## src/rtl/cc_psr_flags_pkg.sv

```systemverilog
`default_nettype none
// ============================================================================
// Module   : cc_psr_flags_pkg
// Purpose  : Shared branch-condition codes, PSR bit positions and buffer
//            state encoding for the condition-code stage and control unit.
// Revision : 1.0
// ============================================================================
package cc_psr_flags_pkg;

    localparam logic [3:0] COND_BN   = 4'b0000;
    localparam logic [3:0] COND_BE   = 4'b0001;
    localparam logic [3:0] COND_BCS  = 4'b0101;
    localparam logic [3:0] COND_BNEG = 4'b0110;
    localparam logic [3:0] COND_BVS  = 4'b0111;
    localparam logic [3:0] COND_BA   = 4'b1000;

    localparam int PSR_N = 3;
    localparam int PSR_Z = 2;
    localparam int PSR_V = 1;
    localparam int PSR_C = 0;

    typedef enum logic [0:0] {
        ST_EMPTY = 1'b0,
        ST_FULL  = 1'b1
    } bufState_t;

    // ALU presents flags active-low; the PSR stores them active-high.
    function automatic logic [3:0] flagsFromAlu(
        input logic negLow,
        input logic zeroLow,
        input logic ovfLow,
        input logic carryLow
    );
        logic [3:0] flags;
        flags        = 4'b0000;
        flags[PSR_N] = ~negLow;
        flags[PSR_Z] = ~zeroLow;
        flags[PSR_V] = ~ovfLow;
        flags[PSR_C] = ~carryLow;
        return flags;
    endfunction

endpackage
`default_nettype wire

```

## src/rtl/cc_branch_eval.sv

```systemverilog
`default_nettype none
// ============================================================================
// Module   : cc_branch_eval
// Purpose  : Combinational ARC branch-condition evaluation against a PSR.
// Revision : 1.0
// ============================================================================
module cc_branch_eval
    import cc_psr_flags_pkg::*;
#(
    parameter int DATAWIDTH_COND = 4
) (
    input  logic [3:0]                i_psr,
    input  logic [DATAWIDTH_COND-1:0] i_cond,
    output logic                      o_taken
);

    always_comb begin
        o_taken = 1'b0;
        case (i_cond)
            COND_BN:   o_taken = 1'b0;
            COND_BE:   o_taken = i_psr[PSR_Z];
            COND_BCS:  o_taken = i_psr[PSR_C];
            COND_BNEG: o_taken = i_psr[PSR_N];
            COND_BVS:  o_taken = i_psr[PSR_V];
            COND_BA:   o_taken = 1'b1;
            default:   o_taken = 1'b0;
        endcase
    end

endmodule
`default_nettype wire

```

## src/rtl/cc_psr_flags.sv

```systemverilog
`default_nettype none
// ============================================================================
// Module   : cc_psr_flags
// Purpose  : Post-ALU stage: one-entry result buffer, registered active-high
//            PSR and branch-condition evaluation from the stored flags.
// Revision : 1.0
// ============================================================================
module cc_psr_flags
    import cc_psr_flags_pkg::*;
#(
    parameter int DATAWIDTH_BUS  = 32,
    parameter int DATAWIDTH_COND = 4
) (
    input  logic                      CC_PSR_CLOCK_50,
    input  logic                      CC_PSR_RESET_InLow,
    input  logic [DATAWIDTH_BUS-1:0]  CC_PSR_data_InBUS,
    input  logic                      CC_PSR_overflow_InLow,
    input  logic                      CC_PSR_carry_InLow,
    input  logic                      CC_PSR_negative_InLow,
    input  logic                      CC_PSR_zero_InLow,
    input  logic                      CC_PSR_setcc_In,
    input  logic                      CC_PSR_valid_In,
    output logic                      CC_PSR_ready_Out,
    output logic [DATAWIDTH_BUS-1:0]  CC_PSR_data_OutBUS,
    output logic                      CC_PSR_valid_Out,
    input  logic                      CC_PSR_ready_In,
    input  logic                      CC_PSR_psrwrite_In,
    input  logic [3:0]                CC_PSR_psrwdata_InBUS,
    output logic [3:0]                CC_PSR_flags_OutBUS,
    input  logic [DATAWIDTH_COND-1:0] CC_PSR_cond_InBUS,
    output logic                      CC_PSR_taken_Out
);

    bufState_t                r_state;
    bufState_t                w_nextState;
    logic [DATAWIDTH_BUS-1:0] r_dataHold;
    logic [3:0]               r_psr;
    logic                     w_ready;
    logic                     w_accept;
    logic [3:0]               w_aluFlags;

    // Downstream ready passes straight through so a full buffer can stream.
    assign w_ready    = (r_state == ST_EMPTY) | CC_PSR_ready_In;
    assign w_accept   = CC_PSR_valid_In & w_ready;
    assign w_aluFlags = flagsFromAlu(CC_PSR_negative_InLow, CC_PSR_zero_InLow,
                                     CC_PSR_overflow_InLow, CC_PSR_carry_InLow);

    always_comb begin
        w_nextState = r_state;
        case (r_state)
            ST_EMPTY: begin
                if (w_accept) begin
                    w_nextState = ST_FULL;
                end
            end
            ST_FULL: begin
                if (CC_PSR_ready_In && !w_accept) begin
                    w_nextState = ST_EMPTY;
                end
            end
            default: w_nextState = ST_EMPTY;
        endcase
    end

    always_ff @(posedge CC_PSR_CLOCK_50 or negedge CC_PSR_RESET_InLow) begin
        if (!CC_PSR_RESET_InLow) begin
            r_state <= ST_EMPTY;
        end else begin
            r_state <= w_nextState;
        end
    end

    always_ff @(posedge CC_PSR_CLOCK_50 or negedge CC_PSR_RESET_InLow) begin
        if (!CC_PSR_RESET_InLow) begin
            r_dataHold <= '0;
        end else if (w_accept) begin
            r_dataHold <= CC_PSR_data_InBUS;
        end
    end

    // An explicit PSR load (context restore) overrides a same-edge setcc update.
    always_ff @(posedge CC_PSR_CLOCK_50 or negedge CC_PSR_RESET_InLow) begin
        if (!CC_PSR_RESET_InLow) begin
            r_psr <= 4'b0000;
        end else if (CC_PSR_psrwrite_In) begin
            r_psr <= CC_PSR_psrwdata_InBUS;
        end else if (w_accept && CC_PSR_setcc_In) begin
            r_psr <= w_aluFlags;
        end
    end

    cc_branch_eval #(
        .DATAWIDTH_COND (DATAWIDTH_COND)
    ) u_branchEval (
        .i_psr   (r_psr),
        .i_cond  (CC_PSR_cond_InBUS),
        .o_taken (CC_PSR_taken_Out)
    );

    assign CC_PSR_ready_Out    = w_ready;
    assign CC_PSR_valid_Out    = (r_state == ST_FULL);
    assign CC_PSR_data_OutBUS  = r_dataHold;
    assign CC_PSR_flags_OutBUS = r_psr;

endmodule
`default_nettype wire

```

## config.mk

```make
export PLATFORM = sky130hd
export DESIGN_NAME = cc_psr_flags
export DESIGN_NICKNAME = d
export VERILOG_FILES = /design/src/rtl/cc_psr_flags_pkg.sv /design/src/rtl/cc_branch_eval.sv /design/src/rtl/cc_psr_flags.sv
export SDC_FILE = /design/constraint.sdc
export NUM_CORES = 1
export LEC_CHECK = 0
export CAP_MARGIN = 20
export CORE_ASPECT_RATIO = 2
export CORE_MARGIN = 4
export CORE_UTILIZATION = 42
export DETAILED_ROUTE_END_ITERATION = 7
export PLACE_DENSITY = 0.94
export SETUP_SLACK_MARGIN = 0.05
export SKIP_LAST_GASP = 1
export SYNTH_ARGS = -nofsm -noshare
export SYNTH_HDL_FRONTEND = slang
export SYNTH_SLANG_ARGS = --single-unit
export TNS_END_PERCENT = 5
```

## constraint.sdc

```tcl
create_clock -name CC_PSR_CLOCK_50 -period 2.4 [get_ports CC_PSR_CLOCK_50]
set_input_delay 0.36 -clock CC_PSR_CLOCK_50 [delete_from_list [all_inputs] [get_ports CC_PSR_CLOCK_50]]
set_output_delay 0.36 -clock CC_PSR_CLOCK_50 [all_outputs]
set_load 0.02 [all_outputs]
```

==> out/qor.yml <==
outcome: "completed"
worst_ep_arrival_time_ps: 1920
num_vias: 1176
ys_seq_area_share_pct: 55.89
routed_wl_um: 4313
p_per_area_mw_per_mm2: 684.3
required_ps: 2040
via_per_inst: 4.780
relSlewSlack_pct: 46.82
design_area_mm2: 0.002660
period_share_pct: 95.14
hpwl_um: 3432
r2r_start: "CC_PSR_valid_Out"
finalWorstSetupSlack_ps: 116.7
fillers: 278
rows: 32
drive_above_1_share_pct: 23.59
period_minus_slack_ps: 2283
hold_viol: 0
cts_setup_buffers: 0
cts_resized: 0
grt_pass1_vias: 1345
ys_warn_count: 0
max_cap_violations: 0
drt-initial-drc-count: 24
antenna_cells: 0
cp-end-kind: "output port"
insertion_delay_ps: 280
synth_nets: 151
cp-start-kind: "input port"
reg2reg_to: "CC_PSR_data_OutBUS[1]"
skew_ps: 6.733
final_cell_mix: "87 x clkdlybuf4s50_1, 37 x dfrtp_1, 30 x mux2_4"
cts-root-buf: "clkbuf_8"
grt_max_degree: 38
port_buffers: 88
synth_seq_cells: 37
firstDrtPassIters: 3
syn_area_per_cell_um2: 16.40
worstPathMaxFanout: 4
synth_cell_type_count: 20
wl_per_cell_um: 17.53
clock-sinks: 37
start_util_pct: 43.10
antenna_found_initial: 0
nets: 244
rsz0062_at_grt: "no"
pre_cts_ws_ps: 128.8
grt_use_total_pct: 17.88
tightestPinTransition_ps: 797.7
grt_pass1_wl_um: 6644
layout_commonest_cell: "clkdlybuf4s50_1"
syn_to_final_growth_pct: 60.57
drc: 0
hold_class: "in2async"
p_leak_uw: 0.001187
ioPinCount: 89
synthCells: 101
syn-cell-area_mm2: 0.001657
ant_nets: 0
rr_worst_depth: 5
cts_tree: "built"
setup_viol: 0
yosys.area.top_type_share_pct: 55.89
worstSetupPathType: "in2out"
core_mm2: 0.003844
drv_slew: 0
fmax_mhz: 438.0
h-tree-depth: 2
gp_congestion: 0.6972
ctsLongestPathBuffers: 2
die_w_um: 52.41
yosys-top-cells-area: "dfrtp_1 56%, mux2_4 27%, buf_12 3.6%"
placed_cell_area_mm2: 0.002559
holdWs_ps: 172.2
setup-tns-final_ps: 0
grt_overflow_total: 0
die_h_um: 96.82
vdd_drop_max_mv: 0.4623
cts_hold_buf: 0
dieArea_mm2: 0.005074
cts_buffers: 5
cts.clk_slew.worst_paths_ps: 60
r2r_slack_ps: 900
synth_area_leader_cell: "dfrtp_1"
total_power_uw: 1820
==> through the flow <==
| step | instances | util [%] |
|---|---|---|
| 2_1_floorplan | 101 | - |
| 3_3_place_gp | 238 | 66.57 |
| 3_5_place_dp | 238 | 66.57 |
| 4_1_cts | 246 | 69.21 |
| 5_1_grt | 246 | 69.21 |
| 6_report | 246 | 69.21 |
==> layout make-up <==
cell class / instances / area (µm²) / area share, %
sequential: 37 / 925.9 / 34.81
clock buffer: 7 / 96.34 / 3.622
tap: 51 / 63.81 / 2.399
timing repair buffer: 90 / 903.4 / 33.96
multi-input combinational: 58 / 655.6 / 24.65
inverter: 2 / 10.01 / 0.3763
clock inverter: 1 / 5.005 / 0.1881
==> logic make-up (layout without fill, tap and decap cells) <==
group	count (synthesis)	in the layout	synth area share, %
flops	37	37	55.89
mux	32	32	28.55
simple gates	17	17	6.722
compound gates	9	9	4.305
buf+inv	6	100	4.532
==> layer usage <==
metal	global-route usage, %	part of all wire (%)
met3	4.006	6.7
met5	0	0
met4	10.24	4.0
met1	17.63	35
met2	31.90	55
==> registers in the layout, summed over array words and instances (netlist names) <==
| register | count |
|---|---|
| CC_PSR_data_OutBUS | 32 |
| CC_PSR_flags_OutBUS | 4 |
| CC_PSR_valid_Out | 1 |
==> power breakdown <==
part | internal, µW | switching [µW] | total [µW] | leakage, µW
combinational | 353 | 244 | 596 | 0.000699
clock | 259 | 202 | 461 | 0.0000542
sequential | 712 | 51.7 | 763 | 0.000434
total | 1320 | 497 | 1820 | 0.00119
==> worst max-delay path, stage by stage <==
cell and delay [ps]:
clkdlybuf4s50_1 520, nor2b_1 160, o21ai_0 110, a21oi_1 150, clkdlybuf4s50_1 620
==> how the worst max path moves through the flow <==
stage,end,start,slack (ps)
after global routing,CC_PSR_taken_Out,CC_PSR_cond_InBUS[3],60
after CTS,CC_PSR_taken_Out,CC_PSR_cond_InBUS[3],130
after detailed placement,CC_PSR_taken_Out,CC_PSR_cond_InBUS[3],130
final,CC_PSR_taken_Out,CC_PSR_cond_InBUS[3],120
after global placement,CC_PSR_taken_Out,CC_PSR_cond_InBUS[3],210
after floorplan,CC_PSR_data_OutBUS[0],CC_PSR_valid_Out,960
==> cell usage after synthesis <==
cell,count
a21oi_1,1
mux2_4,30
nand3_1,1
nor2_1,1
buf_2,1
a221o_1,4
nor2b_4,1
o211ai_1,1
inv_4,1
mux2_2,2
or2b_1,1
o21ai_0,2
nor2b_1,6
nand2_1,2
nand2_4,1
buf_12,3
a211o_1,1
dfrtp_1,37
nor4_1,4
inv_1,1
Note: power is estimated with default switching activity, not from simulation.
